--- config.mk ---
export PLATFORM = sky130hd
export DESIGN_NAME = ex_mem_reg
export DESIGN_NICKNAME = d
export VERILOG_FILES = /design/src/rtl/ex_mem_reg.sv
export SDC_FILE = /design/constraint.sdc
export NUM_CORES = 1
export LEC_CHECK = 0
export CAP_MARGIN = 20
export CORE_AREA = 2 2 160 162
export CTS_BUF_LIST = sky130_fd_sc_hd__clkbuf_4
export DETAILED_ROUTE_END_ITERATION = 12
export DIE_AREA = 0 0 162 164
export GPL_TIMING_DRIVEN = 0
export PLACE_DENSITY_LB_ADDON = 0.25
export SLEW_MARGIN = 20
export SYNTH_ARGS = -nofsm -noshare
export SYNTH_HDL_FRONTEND = slang
export SYNTH_SLANG_ARGS = --single-unit
--- constraint.sdc ---
create_clock -name clk -period 7.2 [get_ports clk]
set_clock_uncertainty 0.15 [all_clocks]
set_input_delay 2.16 -clock clk [delete_from_list [all_inputs] [get_ports clk]]
set_output_delay 2.16 -clock clk [all_outputs]
set_load 0.01 [all_outputs]
--- src/rtl/ex_mem_reg.sv ---
// EX->MEM pipeline register with stall/flush handling.
// Also carries multi-cycle accumulate state back to EX while EX is stalled.
module ex_mem_reg #(
  parameter int REG_W  = 32,
  parameter int ADDR_W = 5,
  parameter int CNT_W  = 2
) (
  input  logic               clk,
  input  logic               rst,
  input  logic [5:0]         stall,
  input  logic               flush,
  input  logic [REG_W-1:0]   ex_wdata,
  input  logic [ADDR_W-1:0]  ex_wd,
  input  logic               ex_wreg,
  input  logic               ex_whilo,
  input  logic [REG_W-1:0]   ex_hi,
  input  logic [REG_W-1:0]   ex_lo,
  input  logic [2*REG_W-1:0] hilo_i,
  input  logic [CNT_W-1:0]   cnt_i,
  output logic [REG_W-1:0]   mem_wdata,
  output logic [ADDR_W-1:0]  mem_wd,
  output logic               mem_wreg,
  output logic               mem_whilo,
  output logic [REG_W-1:0]   mem_hi,
  output logic [REG_W-1:0]   mem_lo,
  output logic [2*REG_W-1:0] hilo_o,
  output logic [CNT_W-1:0]   cnt_o
);

  logic bubble;
  logic hold;
  logic unused_stall;

  // EX stalled while MEM runs -> NOP into MEM; both stalled -> freeze.
  // stall[3]=0 with stall[4]=1 falls through to advance.
  assign bubble       = stall[3] & ~stall[4];
  assign hold         = stall[3] & stall[4];
  assign unused_stall = ^{stall[5], stall[2:0]};

  // MEM-side slot: flush > bubble > hold > advance.
  always_ff @(posedge clk or posedge rst) begin
    if (rst) begin
      mem_wdata <= '0;
      mem_wd    <= '0;
      mem_wreg  <= 1'b0;
      mem_whilo <= 1'b0;
      mem_hi    <= '0;
      mem_lo    <= '0;
    end else if (flush || bubble) begin
      mem_wdata <= '0;
      mem_wd    <= '0;
      mem_wreg  <= 1'b0;
      mem_whilo <= 1'b0;
      mem_hi    <= '0;
      mem_lo    <= '0;
    end else if (!hold) begin
      mem_wdata <= ex_wdata;
      mem_wd    <= ex_wd;
      mem_wreg  <= ex_wreg;
      mem_whilo <= ex_whilo;
      mem_hi    <= ex_hi;
      mem_lo    <= ex_lo;
    end
  end

  // Accumulate state: kept only while EX is stalled, retired on advance.
  always_ff @(posedge clk or posedge rst) begin
    if (rst) begin
      hilo_o <= '0;
      cnt_o  <= '0;
    end else if (flush) begin
      hilo_o <= '0;
      cnt_o  <= '0;
    end else if (bubble) begin
      hilo_o <= hilo_i;
      cnt_o  <= cnt_i;
    end else if (!hold) begin
      hilo_o <= '0;
      cnt_o  <= '0;
    end
  end

endmodule
* Yosys cells after proc, flatten, opt, wreduce, memory -nomap -nowiden *
Index checks and enable logic that the tools add are counted.

operators by class
  eq/ne operators = 2
  muxes and demuxes = 18
  bitwise operators = 3
  reduce and logical (&&, ||, !) cells = 1

operators with widths
  kind                                                                      count
  32-bit 2-to-1 mux                                                         6
  64-bit 2-to-1 mux                                                         3
  5-bit 2-to-1 mux                                                          2
  2-bit 2-to-1 mux                                                          3
  1-bit 2-to-1 mux                                                          4
  3-bit inequality test (second input constant)                             1
  1-bit bitwise AND                                                         2
  2-bit by 1-bit inequality test with 1-bit output (second input constant)  1
  1-bit logical OR                                                          1
  1-bit NOT                                                                 1

storage, ports and cells
  bits in registers = 169
  input bits = 178

* Logic depth before layout (Yosys ltp) *
Gate-level depths: netlist (run 1).

  depth in word-level cells = 4
  gate-level depth with buffers = 5

* Least setup slack after synthesis (run 1) *
No wires, ideal clock.

  path kind = input to register
  from = in stall[4]
  to = reg hilo_o[55]
  arrival time = 2.844 ns
  required time = 6.929 ns
  path slack = 4.085 ns
  cell stages on the path = 5
  path buffers = 3
  cells stage by stage = buf_2 buf_6 buf_4 mux2i_1 nor2_1

on the way
  word-level cells in the longest chain between the ends = 4

ends and longest elaborated chain
  item                  RTL line  source
  start, declared       10        input logic [5:0] stall,
  1-bit NOT             36        assign bubble = stall[3] & ~stall[4];
  1-bit bitwise AND     36
  64-bit 2-to-1 mux     74        end else if (bubble) begin
  64-bit 2-to-1 mux     71        end else if (flush) begin
  end signal, assigned  75        hilo_o <= hilo_i;
  end, declared         26        output logic [2*REG_W-1:0] hilo_o,

Parallel ways exist; a longest one is shown, timed or not.
A chain may end at the register's enable or synchronous reset.

* Worst setup path after layout (run 1) *
  from = reg mem_wdata[28]
  to = out mem_wdata[28]

RTL lines
  item                    RTL line  source
  start, declared         20        output logic [REG_W-1:0] mem_wdata,
  start signal, assigned  57        mem_wdata <= ex_wdata;

No word-level cell between the ends.

==> results of run 1 <==
[stage by stage]
stage,area [um^2],power [uW],hold slack (ps),std cells
after floorplan,7080,1160,409,651
after global placement,10900,1380,351,1322
after CTS,11200,1940,391,1355
final,11200,1900,386,1356
after detailed placement,10900,1390,359,1323
after global routing,11200,2000,411,1356
[layout make-up]
type	count	share of cell area
Multi-Input combinational cell	423	0.226
Clock buffer	19	0.0127
Antenna cell	1	0.000223
Buffer	57	0.0275
Inverter	2	0.00134
Timing Repair Buffer	342	0.307
Sequential cell	169	0.377
Clock inverter	13	0.0103
Tap cell	330	0.0369
[per-layer routing]
layer  vias to the layer above  GRT usage  wire (um)
li1                       2935          -          -
met1                      2986      0.219       9930
met2                       251      0.295      11300
met3                        14     0.0606       2010
met4                         0     0.0406        277
met5                         -          0          0
[state kept, by name, summed over array words and instances (netlist names)]
signal	cells
mem_hi	32
mem_wd	5
mem_lo	32
mem_wdata	32
mem_wreg	1
hilo_o	64
mem_whilo	1
cnt_o	2
[layout by cell type, fill, tap and decap left out]
master | netlist | layout
nor2_1 | 67 | 67
dfrtp_1 | 169 | 169
inv_1 | 2 | 1
buf_2 | 24 | 24
buf_16 | 0 | 1
buf_1 | 5 | 5
a32o_1 | 11 | 11
and2_1 | 1 | 1
clkinvlp_4 | 0 | 1
mux2i_1 | 66 | 66
clkbuf_4 | 0 | 19
clkinv_4 | 0 | 6
nand2b_1 | 93 | 93
nor2b_1 | 1 | 1
buf_6 | 4 | 4
buf_4 | 9 | 9
a21oi_1 | 92 | 92
nand3_1 | 92 | 92
clkbuf_1 | 15 | 15
clkdlybuf4s50_1 | 0 | 341
inv_8 | 0 | 4
inv_6 | 0 | 2
clkinv_1 | 0 | 1
diode_2 | 0 | 1
[final timing paths]
check / start / slack (ps) / to / cells after the start
setup / recovery: mem_wdata[28] / 3350 / mem_wdata[28] / 1
hold / removal: hilo_o[41] / 390 / hilo_o[41] / 2
setup reg to reg: mem_wdata[31] / 6300 / mem_wdata[31] / 1
hold reg to reg: hilo_o[41] / 390 / hilo_o[41] / 2
max in group asynchronous: rst / 4140 / mem_wdata[30] / 3
min in group asynchronous: rst / 1890 / hilo_o[21] / 2
[cells by family after synthesis]
| kind of cell | share of synthesized area |
|---|---|
| AO/OA/AOI/OAI | 0.0806 |
| AND/OR/NAND/NOR | 0.184 |
| multiplexers | 0.0933 |
| flip-flops | 0.597 |
| buffers and inverters | 0.0445 |
[report_power, final]
part / total [uW] / switching, uW / internal [uW]
sequential: 1010 / 21.3 / 987
combinational: 355 / 154 / 201
clock: 537 / 381 / 156
total: 1900 / 556 / 1340
==> flow_summary.json, run 1 <==
{
  "dpl.hpwl_um": 17200,
  "clk_path_buf_depth": 2,
  "worst-path-max-fanout": 2,
  "die-area_um2": 26600,
  "hold_viol": 0,
  "yosysUniqueCellTypes": 15,
  "async_flop_share": 1.00,
  "die_x_um": 162,
  "firstDrtPassIters": 4,
  "max_stage_delay_ps": 580,
  "crit_path_end_kind": "primary output",
  "synthesis.nets": 829,
  "synth_edf_count": 0,
  "cts_tree": "done",
  "dr.first_iter.drc_count": 305,
  "powerDensity_nw_per_um2": 170,
  "maxCapViolations": 0,
  "coreArea_um2": 24800,
  "dpl_worst_slack_ps": 3160,
  "drc": 0,
  "slew_violations": 0,
  "seq_area_um2": 4230,
  "worstPathArrival_ps": 1540,
  "via_per_inst": 4.56,
  "grt_max_degree": 94,
  "status": "finished, final reports clean",
  "cts-resized-gates": 0,
  "cp-start-kind": "flop",
  "gp_congestion": 0.785,
  "fillers": 2475,
  "fin_util": 0.451,
  "initial_core_util": 0.285,
  "ctsHtreeMaxLevel": 4,
  "vias": 6186,
  "setup_tns_ps": 0,
  "final_nets": 1190,
  "period_minus_slack_ps": 3850,
  "cts_buffers": 17,
  "yosys_warnings": 0,
  "drive_gt1_frac": 0.0683,
  "grt_pass1_wl_um": 36300,
  "insertion_delay_ps": 530,
  "min_path_type": "reg -> reg",
  "antenna_found_initial": 1,
  "cts.sinks": 169,
  "synth_seq_cells": 169,
  "multi_input_area_um2": 2540,
  "yosysMostFrequentCell": "dfrtp_1",
  "rsz0062_at_grt": "false",
  "path_clk_slew_ps": 170,
  "worst_slew_pin_slew_ps": 587,
  "synth.top_cells.by_area": "dfrtp_1 60%, mux2i_1 9.3%, nand2b_1 8.2%, a21oi_1 6.5%, nand3_1 6.5%",
  "drtAntennaViolNets": 0,
  "root_buffer": "clkbuf_4",
  "yosys-top-cells-count": "169 x dfrtp_1, 93 x nand2b_1, 92 x a21oi_1, 92 x nand3_1, 67 x nor2_1",
  "syn_area_per_cell_um2": 10.9,
  "cts_hold_buffers": 0,
  "setup_slack_ps": 3350,
  "critical_path_class": "reg -> out",
  "slew-limit-headroom": 0.608,
  "vdd_ir_drop_max_mv": 0.110,
  "synth_top_area_frac": 0.597,
  "slowest_stage": "clkdlybuf4s50_1",
  "fp.dieH_um": 164,
  "area_growth_pct": 58.2,
  "cts_setup_buffers": 0,
  "yosysSeqAreaShare": 0.597,
  "synth_area_um2": 7080,
  "syn_inst": 651,
  "crit_family": "buffers and inverters",
  "grt_pass1_vias": 6326,
  "ioPinCount": 347,
  "worst-path-buf-inv": 1,
  "period_share": 0.534,
  "setup_viol": 0,
  "max_freq_mhz": 260,
  "wirelength_um": 23500,
  "crit_required_ps": 4890,
  "wl_per_cell_um": 17.3,
  "grtUsageTotal": 0.176,
  "grt-ovfl-total": 0,
  "crit_path_cell_trace": "clkdlybuf4s50_1",
  "io_buffers": 341,
  "p_leak_uw": 0.00479,
  "row_count": 58,
  "yosys.area.top_type": "dfrtp_1",
  "synthFlopType": "dfrtp_1"
}
No activity file was read; power rests on OpenSTA's default activity.
==> run 2: changes to the inputs <==
==> constraint.sdc (replaced) <==
create_clock -name clk -period 3.1 [get_ports clk]
set_clock_uncertainty 0.15 [all_clocks]
set_input_delay 0.93 -clock clk [delete_from_list [all_inputs] [get_ports clk]]
set_output_delay 0.93 -clock clk [all_outputs]
set_load 0.01 [all_outputs]
==> run 2 against run 1 <==
Net effect:
- clock power is 130% higher
- final cell count is 0.52% higher
- combinational power is 140% higher
- flip-flop and latch count stayed put
- routed wire length is 1.1% higher
- clock-buffer cell count is 2 lower
- final area is 0.94% higher
- die area stayed put
- largest cell class unchanged
==> flow_summary.json, run 2 (synthesized netlist as in run 1, its figures left out) <==
{
  "dpl_worst_slack_ps": 329,
  "period_minus_slack_ps": 2640,
  "final_cell_mix": "341 x clkdlybuf4s50_1, 169 x dfrtp_1, 93 x nand2b_1, 92 x nand3_1, 92 x a21oi_1",
  "gp_congestion": 0.775,
  "ioPinCount": 347,
  "fillers": 2413,
  "initial_core_util": 0.285,
  "setup_viol": 0,
  "max_stage_delay_ps": 570,
  "min_path_type": "reg -> reg",
  "hold_viol": 0,
  "period_share": 0.850,
  "clk_path_buf_depth": 2,
  "slowest_stage": "clkdlybuf4s50_1",
  "cts_tree": "done",
  "die_x_um": 162,
  "drive_gt1_frac": 0.0728,
  "crit_path_cell_trace": "clkdlybuf4s50_1",
  "crit_path_end_kind": "primary output",
  "ctsHtreeMaxLevel": 4,
  "timing.hold.ws_ps": 391,
  "cp-start-kind": "flop",
  "insertion_delay_ps": 540,
  "drtAntennaViolNets": 0,
  "powerDensity_nw_per_um2": 393,
  "cts-resized-gates": 0,
  "worst-path-buf-inv": 1,
  "root_buffer": "clkbuf_4",
  "coreArea_um2": 24800,
  "worst_slew_pin_slew_ps": 581,
  "wl_per_cell_um": 17.4,
  "status": "finished, final reports clean",
  "final_common_cell": "clkdlybuf4s50_1",
  "dr.first_iter.drc_count": 303,
  "seq_area_um2": 4230,
  "cts_buffers": 17,
  "area_growth_pct": 59.7,
  "setup_slack_ps": 464,
  "max_freq_mhz": 379,
  "largest_reg_flops": 64,
  "drc": 0,
  "fp.dieH_um": 164,
  "cts_setup_buffers": 0,
  "vias": 6122,
  "largest-register": "hilo_o",
  "p_leak_uw": 0.00484,
  "grt_pass1_vias": 6374,
  "wirelength_um": 23800,
  "slew_violations": 0,
  "row_count": 58,
  "slew-limit-headroom": 0.613,
  "final_nets": 1195,
  "grt_max_degree": 31,
  "grt-ovfl-total": 0,
  "critical_path_class": "reg -> out",
  "crit_required_ps": 2020,
  "path_clk_slew_ps": 160,
  "antenna_found_initial": 1,
  "rsz0062_at_grt": "false",
  "crit_family": "buffers and inverters",
  "via_per_inst": 4.49,
  "firstDrtPassIters": 4,
  "grtUsageTotal": 0.179,
  "cts_hold_buffers": 0,
  "grt_pass1_wl_um": 36800,
  "fin_util": 0.456,
  "dpl.hpwl_um": 17600,
  "maxCapViolations": 0,
  "multi_input_area_um2": 2540,
  "vdd_ir_drop_max_mv": 0.204,
  "cts.sinks": 169,
  "worstPathArrival_ps": 1560,
  "worst-path-max-fanout": 2,
  "io_buffers": 341,
  "die-area_um2": 26600
}
-- run 2: changes by cell type in the layout (fill, tap and decap cells not counted), moves of 2 or more --
cell / delta
buf_12: +5
clkbuf_4: -2
clkinv_2: +2
clkinv_4: -5
diode_2: +2
inv_6: +5
-- run 2: final cells by class --
type	instances	share of cell area
Antenna cell	3	0.000664
Buffer	57	0.0272
Clock buffer	17	0.0113
Clock inverter	15	0.0118
Inverter	2	0.000996
Multi-Input combinational cell	423	0.224
Sequential cell	169	0.374
Tap cell	330	0.0365
Timing Repair Buffer	347	0.313
-- run 2: power by group --
| group | total [uW] | leakage [uW] | switching, uW | internal [uW] |
|---|---|---|---|---|
| Combinational | 843 | 0.00240 | 363 | 480 |
| Clock | 1260 | 0.000148 | 908 | 356 |
| Sequential | 2340 | 0.00228 | 48.3 | 2290 |
-- run 2: per-layer routing --
metal,vias to the layer above,track usage,routed length (um)
met3,11,0.0669,1980
met4,0,0.0358,240
met1,2938,0.223,10100
met5,-,0,0
met2,230,0.300,11500
li1,2943,-,-
-- run 2: tightest hold or removal path, cell delays in order, from the launching register on --
cell,delay (ps)
dfrtp_1,370
mux2i_1,70
nor2_1,80
-- run 2: path summary, 6_finish.rpt --
kind	startpoint	end	slack, ps	cells after the start
hold reg to reg	hilo_o[19]	hilo_o[19]	390	2
hold / removal	hilo_o[19]	hilo_o[19]	390	2
setup / recovery	hilo_o[56]	hilo_o[56]	460	1
min in group asynchronous	rst	hilo_o[26]	530	2
setup reg to reg	mem_wd[4]	mem_wd[4]	2190	1
max in group asynchronous	rst	mem_hi[2]	1300	5
-- run 2: per-stage QoR --
stage	setup TNS (ps)	area [um^2]	total power [uW]	instances
floorplan	-22770	7090	2700	651
CTS	0	11300	4540	1360
finish	0	11300	4450	1363
global placement	-308110	10900	3210	1322
detailed placement	0	11000	3240	1328
global route	0	11300	4690	1363
==> run 3: changes to the inputs <==
--- a/config.mk
+++ b/config.mk
@@ -12,6 +12,8 @@
 export DIE_AREA = 0 0 162 164
 export GPL_TIMING_DRIVEN = 0
 export PLACE_DENSITY_LB_ADDON = 0.25
+export REMOVE_ABC_BUFFERS = 1
+export SKIP_LAST_GASP = 1
 export SLEW_MARGIN = 20
 export SYNTH_ARGS = -nofsm -noshare
 export SYNTH_HDL_FRONTEND = slang
==> run 3 against run 2 <==
Net effect:
- sequential power is essentially flat
- critical path depth is the same
- setup slack better by 24 ps
- final area down 2.3%
- hold slack barely moved
- clock power up 4%
- non-clock buffer count shrank 57
==> flow_summary.json, run 3 (synthesized netlist as in run 1, its figures left out) <==
{
  "status": "finished, final reports clean",
  "crit_family": "buffers and inverters",
  "final_common_cell": "clkdlybuf4s50_1",
  "grt_max_degree": 123,
  "root_buffer": "clkbuf_4",
  "cp-start-kind": "flop",
  "vias": 5887,
  "dpl.hpwl_um": 14100,
  "fin_util": 0.445,
  "maxCapViolations": 0,
  "cts_hold_buffers": 0,
  "timing.hold.ws_ps": 392,
  "final_cell_mix": "339 x clkdlybuf4s50_1, 169 x dfrtp_1, 92 x nand2b_1, 92 x nand3_1, 92 x a21oi_1",
  "coreArea_um2": 24800,
  "grt_pass1_vias": 5856,
  "ioPinCount": 347,
  "slew_violations": 0,
  "grt_pass1_wl_um": 33300,
  "grt-ovfl-total": 0,
  "r2r_slack_ps": 2200,
  "cts_setup_buffers": 0,
  "reg2reg_from": "mem_wd[4]",
  "fp.dieH_um": 164,
  "wirelength_um": 21600,
  "grtUsageTotal": 0.159,
  "fillers": 2423,
  "firstDrtPassIters": 6,
  "powerDensity_nw_per_um2": 402,
  "max_freq_mhz": 383,
  "rsz0062_at_grt": "false",
  "drive_gt1_frac": 0.0421,
  "whs_path_depth": 2,
  "p_leak_uw": 0.00468,
  "worstPathArrival_ps": 1530,
  "drc": 0,
  "worst-path-buf-inv": 1,
  "via_per_inst": 4.51,
  "hold_viol": 0,
  "critical_path_class": "reg -> out",
  "path_clk_slew_ps": 160,
  "dr.first_iter.drc_count": 371,
  "crit_path_end_kind": "primary output",
  "vdd_ir_drop_max_mv": 0.214,
  "slew-limit-headroom": 0.501,
  "worst-path-max-fanout": 2,
  "cts_tree": "done",
  "period_share": 0.842,
  "r2r_cells": 1,
  "hp-start": "mem_hi[27]",
  "largest-register": "hilo_o",
  "min_path_type": "reg -> reg",
  "wl_per_cell_um": 16.5,
  "cts-resized-gates": 0,
  "clk_path_buf_depth": 2,
  "cts.sinks": 169,
  "insertion_delay_ps": 530,
  "ctsHtreeMaxLevel": 4,
  "area_growth_pct": 56.0,
  "drtAntennaViolNets": 0,
  "setup_tns_ps": 0,
  "final_nets": 1138,
  "crit_path_cell_trace": "clkdlybuf4s50_1",
  "die_x_um": 162,
  "setup_viol": 0,
  "crit_required_ps": 2020,
  "antenna_found_initial": 2,
  "largest_reg_flops": 64,
  "max_stage_delay_ps": 600,
  "row_count": 58,
  "gp_congestion": 0.734,
  "initial_core_util": 0.285,
  "whs_endpoint": "mem_hi[27]",
  "crit_cells": 1,
  "worst_slew_pin_slew_ps": 746,
  "io_buffers": 342,
  "period_minus_slack_ps": 2610,
  "r2r_end": "mem_wd[4]",
  "cts_buffers": 17,
  "slowest_stage": "clkdlybuf4s50_1",
  "die-area_um2": 26600
}
==> run 3: changes by cell type in the layout (fill, tap and decap cells not counted), moves of 3 or more <==
cell	previous run	this run
buf_2	24	0
buf_1	5	0
inv_6	7	3
buf_12	5	1
buf_6	4	1
clkbuf_1	15	0
buf_16	1	4
buf_4	9	1
==> run 3: through the flow <==
| stage | total power (uW) | area [um^2] | instances | setup slack, ps |
|---|---|---|---|---|
| after floorplan | 2610 | 6770 | 594 | -2560 |
| after global placement | 3220 | 10600 | 1266 | -6750 |
| after detailed placement | 3180 | 10800 | 1271 | 316 |
| after CTS | 4550 | 11000 | 1303 | 386 |
| after global routing | 4690 | 11000 | 1305 | 358 |
| final | 4440 | 11000 | 1305 | 489 |
==> run 3: routing by layer <==
layer  vias up  track usage  wire, um  part of all wire
met3        11       0.0722      2310              0.11
met4         0       0.0451       269             0.012
met5         -            0         0                 0
met1      2809        0.202      9160              0.42
met2       235        0.246      9850              0.46
li1       2832            -         -                 -
==> run 3: layout make-up <==
type                            count  area [um^2]  share of cell area
Sequential cell                   169         4230               0.383
Timing Repair Buffer              347         3560               0.322
Clock buffer                       17          128              0.0116
Tap cell                          330          413              0.0374
Inverter                            2         15.0             0.00136
Clock inverter                     15          156              0.0142
Multi-Input combinational cell    423         2540               0.230
Antenna cell                        2         5.00            0.000453
==> run 3: power breakdown <==
part | leakage, uW | total (uW) | internal, uW | switching (uW)
clock | 0.000147 | 1310 | 366 | 944
combinational | 0.00225 | 792 | 455 | 337
sequential | 0.00228 | 2340 | 2290 | 45.4
total | 0.00468 | 4440 | 3110 | 1330
==> run 3: worst max path at each step <==
stage | endpoint | slack [ps] | start
floorplan | cnt_o[0] | -2560 | rst
global placement | hilo_o[27] | -6750 | stall[3]
detailed placement | mem_wreg | 320 | stall[4]
CTS | hilo_o[9] | 390 | hilo_o[9]
global route | hilo_o[41] | 360 | hilo_o[41]
finish | hilo_o[9] | 490 | hilo_o[9]
